## src/rtl/simmem_pkg.sv

```systemverilog
// Shared types, defaults and helpers for the write-data matcher.
// The entry typedef is the default-width layout of one address-queue slot.
package simmem_pkg;

  localparam int unsigned DefaultAddrQueueDepth = 8;
  localparam int unsigned DefaultMaxEarlyBeats  = 64;
  localparam int unsigned DefaultBurstLenW      = 8;
  localparam int unsigned DefaultIidW           = 4;

  typedef struct packed {
    logic [DefaultIidW-1:0]    iid;
    logic [DefaultBurstLenW:0] remaining;
  } wdata_entry_t;

  // AXI encodes burst length as beats minus one.
  function automatic int unsigned eff_burst_len(input int unsigned len_field);
    return len_field + 1;
  endfunction

endpackage

```

## src/rtl/simmem_wdata_matcher_fifo.sv

```systemverilog
// Address queue for the write-data matcher. The low CntW bits of each entry
// hold the remaining-beat count, which can be decremented in place at the head.
module simmem_wdata_matcher_fifo #(
  parameter int unsigned Depth  = 8,
  parameter int unsigned EntryW = 13,
  parameter int unsigned CntW   = 9
) (
  input  logic              clk_i,
  input  logic              rst_ni,
  input  logic              push_i,
  input  logic [EntryW-1:0] push_data_i,
  input  logic              pop_i,
  input  logic              dec_head_i,
  output logic [EntryW-1:0] head_o,
  output logic              empty_o,
  output logic              full_o
);

  localparam int unsigned PtrW = $clog2(Depth);

  logic [EntryW-1:0] mem_q [Depth];
  logic [PtrW-1:0]   wptr_q;
  logic [PtrW-1:0]   rptr_q;
  logic [PtrW:0]     count_q;

  assign head_o  = mem_q[rptr_q];
  assign empty_o = (count_q == '0);
  assign full_o  = (count_q == (PtrW+1)'(Depth));

  // Push never targets the head slot: it is blocked when full, and a decrement
  // only happens while the queue is non-empty, so wptr and rptr differ then.
  always_ff @(posedge clk_i or negedge rst_ni) begin
    if (!rst_ni) begin
      wptr_q  <= '0;
      rptr_q  <= '0;
      count_q <= '0;
      for (int i = 0; i < int'(Depth); i++) begin
        mem_q[i] <= '0;
      end
    end else begin
      if (push_i) begin
        mem_q[wptr_q] <= push_data_i;
        wptr_q        <= wptr_q + PtrW'(1);
      end
      if (dec_head_i) begin
        mem_q[rptr_q][CntW-1:0] <= mem_q[rptr_q][CntW-1:0] - CntW'(1);
      end
      if (pop_i) begin
        rptr_q <= rptr_q + PtrW'(1);
      end
      case ({push_i, pop_i})
        2'b10:   count_q <= count_q + (PtrW+1)'(1);
        2'b01:   count_q <= count_q - (PtrW+1)'(1);
        default: count_q <= count_q;
      endcase
    end
  end

endmodule

```

## src/rtl/simmem_wdata_matcher.sv

```systemverilog
// Matches AXI write-data beats to queued write addresses, counting beats that
// arrive before their address and reporting completed bursts.
module simmem_wdata_matcher
  import simmem_pkg::*;
#(
  parameter int unsigned AddrQueueDepth = DefaultAddrQueueDepth,
  parameter int unsigned MaxEarlyBeats  = DefaultMaxEarlyBeats,
  parameter int unsigned BurstLenW      = DefaultBurstLenW,
  parameter int unsigned IidW           = DefaultIidW
) (
  input  logic                 clk_i,
  input  logic                 rst_ni,
  input  logic                 waddr_valid_i,
  output logic                 waddr_ready_o,
  input  logic [BurstLenW-1:0] waddr_burst_len_i,
  input  logic [IidW-1:0]      waddr_iid_i,
  input  logic                 wdata_valid_i,
  output logic                 wdata_ready_o,
  input  logic                 wdata_last_i,
  output logic                 core_waddr_valid_o,
  input  logic                 core_waddr_ready_i,
  output logic [IidW-1:0]      core_waddr_iid_o,
  output logic [BurstLenW:0]   core_wdata_immediate_cnt_o,
  output logic                 core_wdata_valid_o,
  output logic                 burst_done_valid_o,
  output logic [IidW-1:0]      burst_done_iid_o,
  output logic                 err_last_o
);

  localparam int unsigned CntW   = BurstLenW + 1;
  localparam int unsigned EarlyW = $clog2(MaxEarlyBeats + 1);
  localparam int unsigned EntryW = IidW + CntW;

  // Same layout as simmem_pkg::wdata_entry_t, sized by this instance.
  typedef struct packed {
    logic [IidW-1:0] iid;
    logic [CntW-1:0] remaining;
  } entry_t;

  entry_t            head;
  entry_t            push_entry;
  logic              fifo_empty;
  logic              fifo_full;
  logic              push;
  logic              pop;
  logic              dec_head;
  logic              aw_fire;
  logic              w_fire;
  logic [31:0]       len_ext;
  logic [31:0]       avail_ext;
  logic [31:0]       imm_ext;

  logic [EarlyW-1:0] early_q, early_d;
  logic              done_valid_q, done_valid_d;
  logic [IidW-1:0]   done_iid_q, done_iid_d;
  logic              err_q, err_d;

  assign core_waddr_valid_o = waddr_valid_i & ~fifo_full;
  assign waddr_ready_o      = core_waddr_ready_i & ~fifo_full;
  assign core_waddr_iid_o   = waddr_iid_i;
  assign wdata_ready_o      = (early_q != EarlyW'(MaxEarlyBeats));

  assign aw_fire = waddr_valid_i & waddr_ready_o;
  assign w_fire  = wdata_valid_i & wdata_ready_o;

  // Early beats only exist while the queue is empty; otherwise nothing is
  // available to an arriving address and its whole length is queued.
  assign len_ext   = eff_burst_len(32'(waddr_burst_len_i));
  assign avail_ext = fifo_empty ? (32'(early_q) + 32'(w_fire)) : 32'd0;
  assign imm_ext   = (avail_ext < len_ext) ? avail_ext : len_ext;

  assign core_wdata_immediate_cnt_o = CntW'(imm_ext);

  always_comb begin
    early_d              = early_q;
    done_valid_d         = 1'b0;
    done_iid_d           = done_iid_q;
    err_d                = err_q;
    push                 = 1'b0;
    pop                  = 1'b0;
    dec_head             = 1'b0;
    core_wdata_valid_o   = 1'b0;
    push_entry.iid       = waddr_iid_i;
    push_entry.remaining = CntW'(len_ext - imm_ext);

    if (fifo_empty) begin
      early_d = EarlyW'(avail_ext - imm_ext);
      if (aw_fire) begin
        if (len_ext > imm_ext) begin
          push = 1'b1;
        end else begin
          done_valid_d = 1'b1;
          done_iid_d   = waddr_iid_i;
        end
      end else begin
        early_d = EarlyW'(avail_ext);
      end
    end else begin
      push = aw_fire;
      if (w_fire) begin
        core_wdata_valid_o = 1'b1;
        if (head.remaining == CntW'(1)) begin
          pop          = 1'b1;
          done_valid_d = 1'b1;
          done_iid_d   = head.iid;
          if (!wdata_last_i) err_d = 1'b1;
        end else begin
          dec_head = 1'b1;
          if (wdata_last_i) err_d = 1'b1;
        end
      end
    end
  end

  always_ff @(posedge clk_i or negedge rst_ni) begin
    if (!rst_ni) begin
      early_q      <= '0;
      done_valid_q <= 1'b0;
      done_iid_q   <= '0;
      err_q        <= 1'b0;
    end else begin
      early_q      <= early_d;
      done_valid_q <= done_valid_d;
      done_iid_q   <= done_iid_d;
      err_q        <= err_d;
    end
  end

  assign burst_done_valid_o = done_valid_q;
  assign burst_done_iid_o   = done_iid_q;
  assign err_last_o         = err_q;

  simmem_wdata_matcher_fifo #(
    .Depth  (AddrQueueDepth),
    .EntryW (EntryW),
    .CntW   (CntW)
  ) u_fifo (
    .clk_i       (clk_i),
    .rst_ni      (rst_ni),
    .push_i      (push),
    .push_data_i (push_entry),
    .pop_i       (pop),
    .dec_head_i  (dec_head),
    .head_o      (head),
    .empty_o     (fifo_empty),
    .full_o      (fifo_full)
  );

endmodule

```

## config.mk

```make
export PLATFORM = sky130hd
export DESIGN_NAME = simmem_wdata_matcher
export DESIGN_NICKNAME = d
export VERILOG_FILES = /design/src/rtl/simmem_pkg.sv /design/src/rtl/simmem_wdata_matcher_fifo.sv /design/src/rtl/simmem_wdata_matcher.sv
export SDC_FILE = /design/constraint.sdc
export NUM_CORES = 1
export LEC_CHECK = 0
export ABC_AREA = 1
export CAP_MARGIN = 30
export CORE_MARGIN = 2
export CORE_UTILIZATION = 40
export CTS_BUF_LIST = sky130_fd_sc_hd__clkbuf_16
export CTS_CLUSTER_DIAMETER = 150
export DETAILED_ROUTE_END_ITERATION = 7
export GPL_ROUTABILITY_DRIVEN = 0
export GPL_TIMING_DRIVEN = 0
export PLACE_DENSITY = 0.62
export REMOVE_ABC_BUFFERS = 1
export SKIP_CTS_REPAIR_TIMING = 1
export SKIP_LAST_GASP = 1
export SLEW_MARGIN = 20
export SYNTH_ARGS = -nofsm -noshare
export SYNTH_HDL_FRONTEND = slang
export SYNTH_SLANG_ARGS = --single-unit
```

## constraint.sdc

```tcl
create_clock -name clk_i -period 12.77 [get_ports clk_i]
set_input_delay 1.277 -clock clk_i [delete_from_list [all_inputs] [get_ports clk_i]]
set_output_delay 1.277 -clock clk_i [all_outputs]
set_load 0.01 [all_outputs]
```

# Word-level counts from Yosys, hierarchy flattened
# Index checks and enable logic that the tools add are counted.
# totals
reg_bits	127
output_inout_bits	23
elab_cells	92
input_bits	18
# op_classes
n_bitwise	8
mux	37
n_addsub	9
order_cmp	6
n_eq_ne	8
reduce_logical	9
# op_table
operator	count
bitwise mux 104 bit	2
two-way mux 104 bit	2
demux 13 bit (select 3 bit)	2
binary-select mux 13 bit (select 3 bit)	1
two-way mux 13 bit	3
two-way mux 4 bit	5
two-way mux 9 bit	2
two-way mux 1 bit	17
adder 8 x 1 -> 9 bit, second input constant	1
== test 9 x 1 -> 1 bit, second input constant	1
greater-than comparator 9 bit	1
less-than comparator 8 x 9 -> 1 bit	1
subtractor 9 x 1 -> 9 bit, second input constant	1
subtractor 9 bit	1
adder 7 x 1 -> 8 bit	1
greater-or-equal comparator 4 bit, second input constant	2
less-than comparator 4 x 1 -> 1 bit, second input constant	2
two-way mux 8 bit	1
NOT 3 -> 4 bit	2
case mux 4 bit (2 select lines)	1
AND reduction 4 bit	2
nonzero test 2 bit	4
two-way mux 7 bit	1
!= test 7 bit, second input constant	1
other kinds (13)	20

# Logic depth before layout (Yosys ltp)
# depth
word_depth	13
mapped_depth	45
mapped_depth_nobuf	43

# By module
# From an unflattened synthesis, not the netlist that was laid out.
# hier_totals
cells_unflattened	1170
area_unflattened_um2	8488.1
# modules_own_cells
mod	seq_area_each_um2	area_per_inst_um2	cells_each	n_inst
simmem_wdata_matcher_fifo	2852.7	6541.3	872	1
simmem_wdata_matcher	325.3	1946.9	298	1

# Least setup slack after synthesis
# No wires, ideal clock.
# synth_path
kind	input to register
from	input port wdata_valid_i
to	register u_fifo.count_q[2]
t_required_ns	12.642
stages	40
path_slack_ns	6.591
path_buffers	2
arrival_ns	6.051
cell_sequence	nand2_1 > inv_1 > ha_1 > ha_1 > nand2_1 > inv_1 > nand3_1 > nor2_1 > xor2_1 > nor2_1 > ha_1 > nand3_1 > nand2_1 > nand2_1 > o21a_1 > nand2_1 > nand2_2 > clkbuf_1 > (+4 left out) > a211oi_1 > nor2_1 > nand3_1 > nand2_2 > nand2_1 > nand2_1 > nand2_2 > nand2_8 > buf_8 > nand2_4 > ha_1 > nand2_1 > inv_1 > nor2_1 > ha_1 > a21oi_1 > xnor2_1 > o21ai_0
# synth_via
elab_chain_len	11
elab_cells_between_ends	15
classes_between	add/sub: 1; order compare: 2; eq/ne: 2; mux: 8; bitwise: 1; reduce/logical: 1
# synth_lines
item	line_no	text
start: declaration	simmem_wdata_matcher.sv:17	input logic wdata_valid_i,
AND 1 bit *	simmem_wdata_matcher.sv:64	assign w_fire = wdata_valid_i & wdata_ready_o;
adder 7 x 1 -> 8 bit	simmem_wdata_matcher.sv:69	assign avail_ext = fifo_empty ? (32'(early_q) + 32'(w_fire)) : 32'd0;
two-way mux 8 bit	simmem_wdata_matcher.sv:69	
less-than comparator 8 x 9 -> 1 bit	simmem_wdata_matcher.sv:70	assign imm_ext = (avail_ext < len_ext) ? avail_ext : len_ext;
two-way mux 9 bit	simmem_wdata_matcher.sv:70	
greater-than comparator 9 bit	simmem_wdata_matcher.sv:89	if (len_ext > imm_ext) begin
two-way mux 1 bit	simmem_wdata_matcher.sv:89	
two-way mux 1 bit	simmem_wdata_matcher.sv:88	if (aw_fire) begin
two-way mux 1 bit	simmem_wdata_matcher.sv:86	if (fifo_empty) begin
== test 2 x 1 -> 1 bit or == test 2 bit (tied branches)	simmem_wdata_matcher_fifo.sv:51	case ({push_i, pop_i})
case mux 4 bit (2 select lines) or nonzero test 2 bit (tied branches)	-	
end signal: assignment	simmem_wdata_matcher_fifo.sv:52	2'b10: count_q <= count_q + (PtrW+1)'(1);
end signal: assignment	simmem_wdata_matcher_fifo.sv:53	2'b01: count_q <= count_q - (PtrW+1)'(1);
end signal: assignment	simmem_wdata_matcher_fifo.sv:54	default: count_q <= count_q;
end: declaration	simmem_wdata_matcher_fifo.sv:24	logic [PtrW:0] count_q;
# Every way passes the cells marked *; elsewhere a longest branch is shown, timed or not.
# A chain may end at the register's enable or synchronous reset.

# Worst setup path after layout
# Same ends and word-level chain as after synthesis.

==> impl_metrics.ini <==
[global_routing]
grt_max_degree = 82
first_global_vias = 7464
grtUsageTotal = 0.2331
grt_pass1_wl_mm = 40.54
grt_overflow = 0
antenna_found_initial = 0

[yosys]
synth_top_cell_area_share = 0.3744
synth.top_cells.by_count = 340 x nand2_1, 160 x inv_1, 127 x dfrtp_1
synthesis.area_sq_um = 8489
yosysTopAreaCell = dfrtp_1
synthFlopType = dfrtp_1
ys_types = 49
yosysMostFrequentCell = nand2_1
netlist_instances = 1153
ys_ff_latch = 127
ys_seq_area_frac = 0.3744
synth_edf_count = 0
synthArstFlopShare = 1.000
syn_avg_cell_area_sq_um = 7.363
yosysWarnings = 0
synth_area_leaders = dfrtp_1 37%, nand2_1 15%, inv_1 7.1%, nand3_1 5.7%, nand4_1 5.4%

[detailed_routing]
vias = 7994
ant_nets = 0
drc = 0
dr.pass1.iters = 5
via_per_inst = 5.468
dr.first_iter.drc_count = 756
routed_wl_mm = 25.26
wl_per_cell_microns = 17.28

[clocking]
cts_sinks = 127
clockBufferDepth = 2
clk_pin_slew_ns = 0.06
cts_inserted_buffers = 17
htree_levels = 4
cts_tree = done
clock_latency_ns = 0.43
clockRootBuffer = clkbuf_16

[power]
power_frac_seq = 0.347
p_int_uw = 1179
p_clk_frac = 0.264
p_per_area_nw_per_um2 = 206.5
combPwrFrac = 0.389
switchingPower_uw = 821.9
switching_share = 0.4108
cellLeakagePower_uw = 0.005003
irDropWorstVdd_mv = 0.08513

[placed_design]
hpwlAfterDp_mm = 17.05
place_ws_ns = 5.260
port_buffers = 39
numPlacedInstances = 1428

[die]
die_w_microns = 149.7
die-area_sq_um = 22400
initial_core_util = 0.4051
die_h_microns = 149.7
io_pins = 41
core_sq_um = 20960
rows = 53

[timing]
hold_violations = 0
rsz0062_at_grt = false
setup_violations = 0
fin_tns_setup_ns = 0
timing.final.max_slew_violations = 0
max_freq_ghz = 0.1415
relSlewSlack = 0.3488
clock_skew_ns = 0.008396
min_period_over_period = 0.5533
fin_ws_ns = 5.705
worst_slew_pin_slew_ns = 0.9732
min_period_ns = 7.065

[status]
outcome = completed

[setup_path]
required_ns = 13.08
critPathKind = in2reg
worst_setup_path_end_kind = flop
reg2reg_from = early_q[4]
worst-path-max-fanout = 81
max_stage_delay_ns = 0.51
critPathLaunch = wdata_valid_i
crit_top_cell = nand2_1
critPathArrivalTime_ns = 7.37
start_kind = input port
cp_slowest_cell = o21ai_0

[layout]
final_cell_count_no_fill = 1462
antenna_cells = 0
areaGrowthSynthToFinish_pct = 14.12
layout-drive-gt1-share = 0.08088
finalNetCount = 1223

[run]
maxCapViolCount = 0

[hold_path]
hp-class = reg2reg
[metal layers]
layer / routed length (microns) / up-vias / GRT usage
met5: 0 / - / 0
met3: 1961 / 40 / 0.04451
met1: 11370 / 3804 / 0.3251
li1: - / 3843 / -
met4: 493 / 0 / 0.06840
met2: 11440 / 307 / 0.3686
[power groups by stage]
stage	sequential, uW	combinational (uW)	clock (uW)
floorplan	666	550	0
global placement	691	746	0
detailed placement	695	768	0
CTS	691	772	534
global route	712	884	554
finish	693	778	529
[cell type report]
type / instances / area [sq um]
Inverter: 178 / 670.6
Timing Repair Buffer: 46 / 489.2
Multi-Input combinational cell: 804 / 4370
Tap cell: 275 / 344.1
Sequential cell: 127 / 3178
Fill cell: 2140 / 11270
Clock inverter: 15 / 210.2
Clock buffer: 17 / 425.4
[path summary, 6_finish.rpt]
kind | end | slack (ns) | cells past startpoint
worst min-delay path | flop | 0.49 | 2
worst max-delay path | u_fifo.count_q[2] | 5.70 | 40
max in group asynchronous | u_fifo.mem_q[41] | 11.23 | 2
worst min register to register | flop | 0.49 | 2
min in group asynchronous | early_q[3] | 0.79 | 1
worst max register to register | u_fifo.count_q[2] | 6.09 | 41
[worst max-delay path: cells and delay by family]
kind	cells	cell delay, ns
and+or+nand+nor	22	2.34
adders and majority gates	6	1.28
AOI/OAI and AO/OA	5	1.13
buffers and inverters	5	0.95
xor gates and xnor gates	2	0.33
[kinds of logic after synthesis]
logic type,after synthesis,share of synthesized area
buffers and inverters,222,0.1120
XOR/XNOR,29,0.03080
AND/OR/NAND/NOR,594,0.3197
flip-flops,127,0.3744
adder cells (fa/ha/maj),31,0.04746
AO/OA/AOI/OAI,145,0.1100
multiplexers,4,0.005305
other,1,0.0004417
[placed cells by master, fill, tap and decap left out, types with 5 or more instances in the layout]
cell type	instances
a21oi_1	20
a221oi_1	16
a22o_1	15
a22oi_1	6
clkbuf_16	17
clkdlybuf4s50_1	38
dfrtp_1	127
ha_1	29
inv_1	160
inv_2	15
nand2_1	340
nand2_2	5
nand3_1	97
nand3_2	11
nand4_1	73
nor2_1	42
nor2_2	8
nor3_1	7
o21ai_0	57
o21ai_1	10
o22ai_1	6
xnor2_1	7
xor2_1	21
[through the flow]
step / instance area [sq um] / hold slack (ns) / util / total power [uW]
3_5_place_dp: 9037 / 0.4750 / 0.4313 / 1463
5_1_grt: 9688 / 0.5092 / 0.4623 / 2151
6_report: 9688 / 0.4885 / 0.4623 / 2001
4_1_cts: 9673 / 0.4905 / 0.4616 / 1998
3_3_place_gp: 8941 / 0.4658 / 0.4267 / 1438
2_1_floorplan: 8207 / 0.4530 / - / 1216
(Power assumes the default switching activity.)
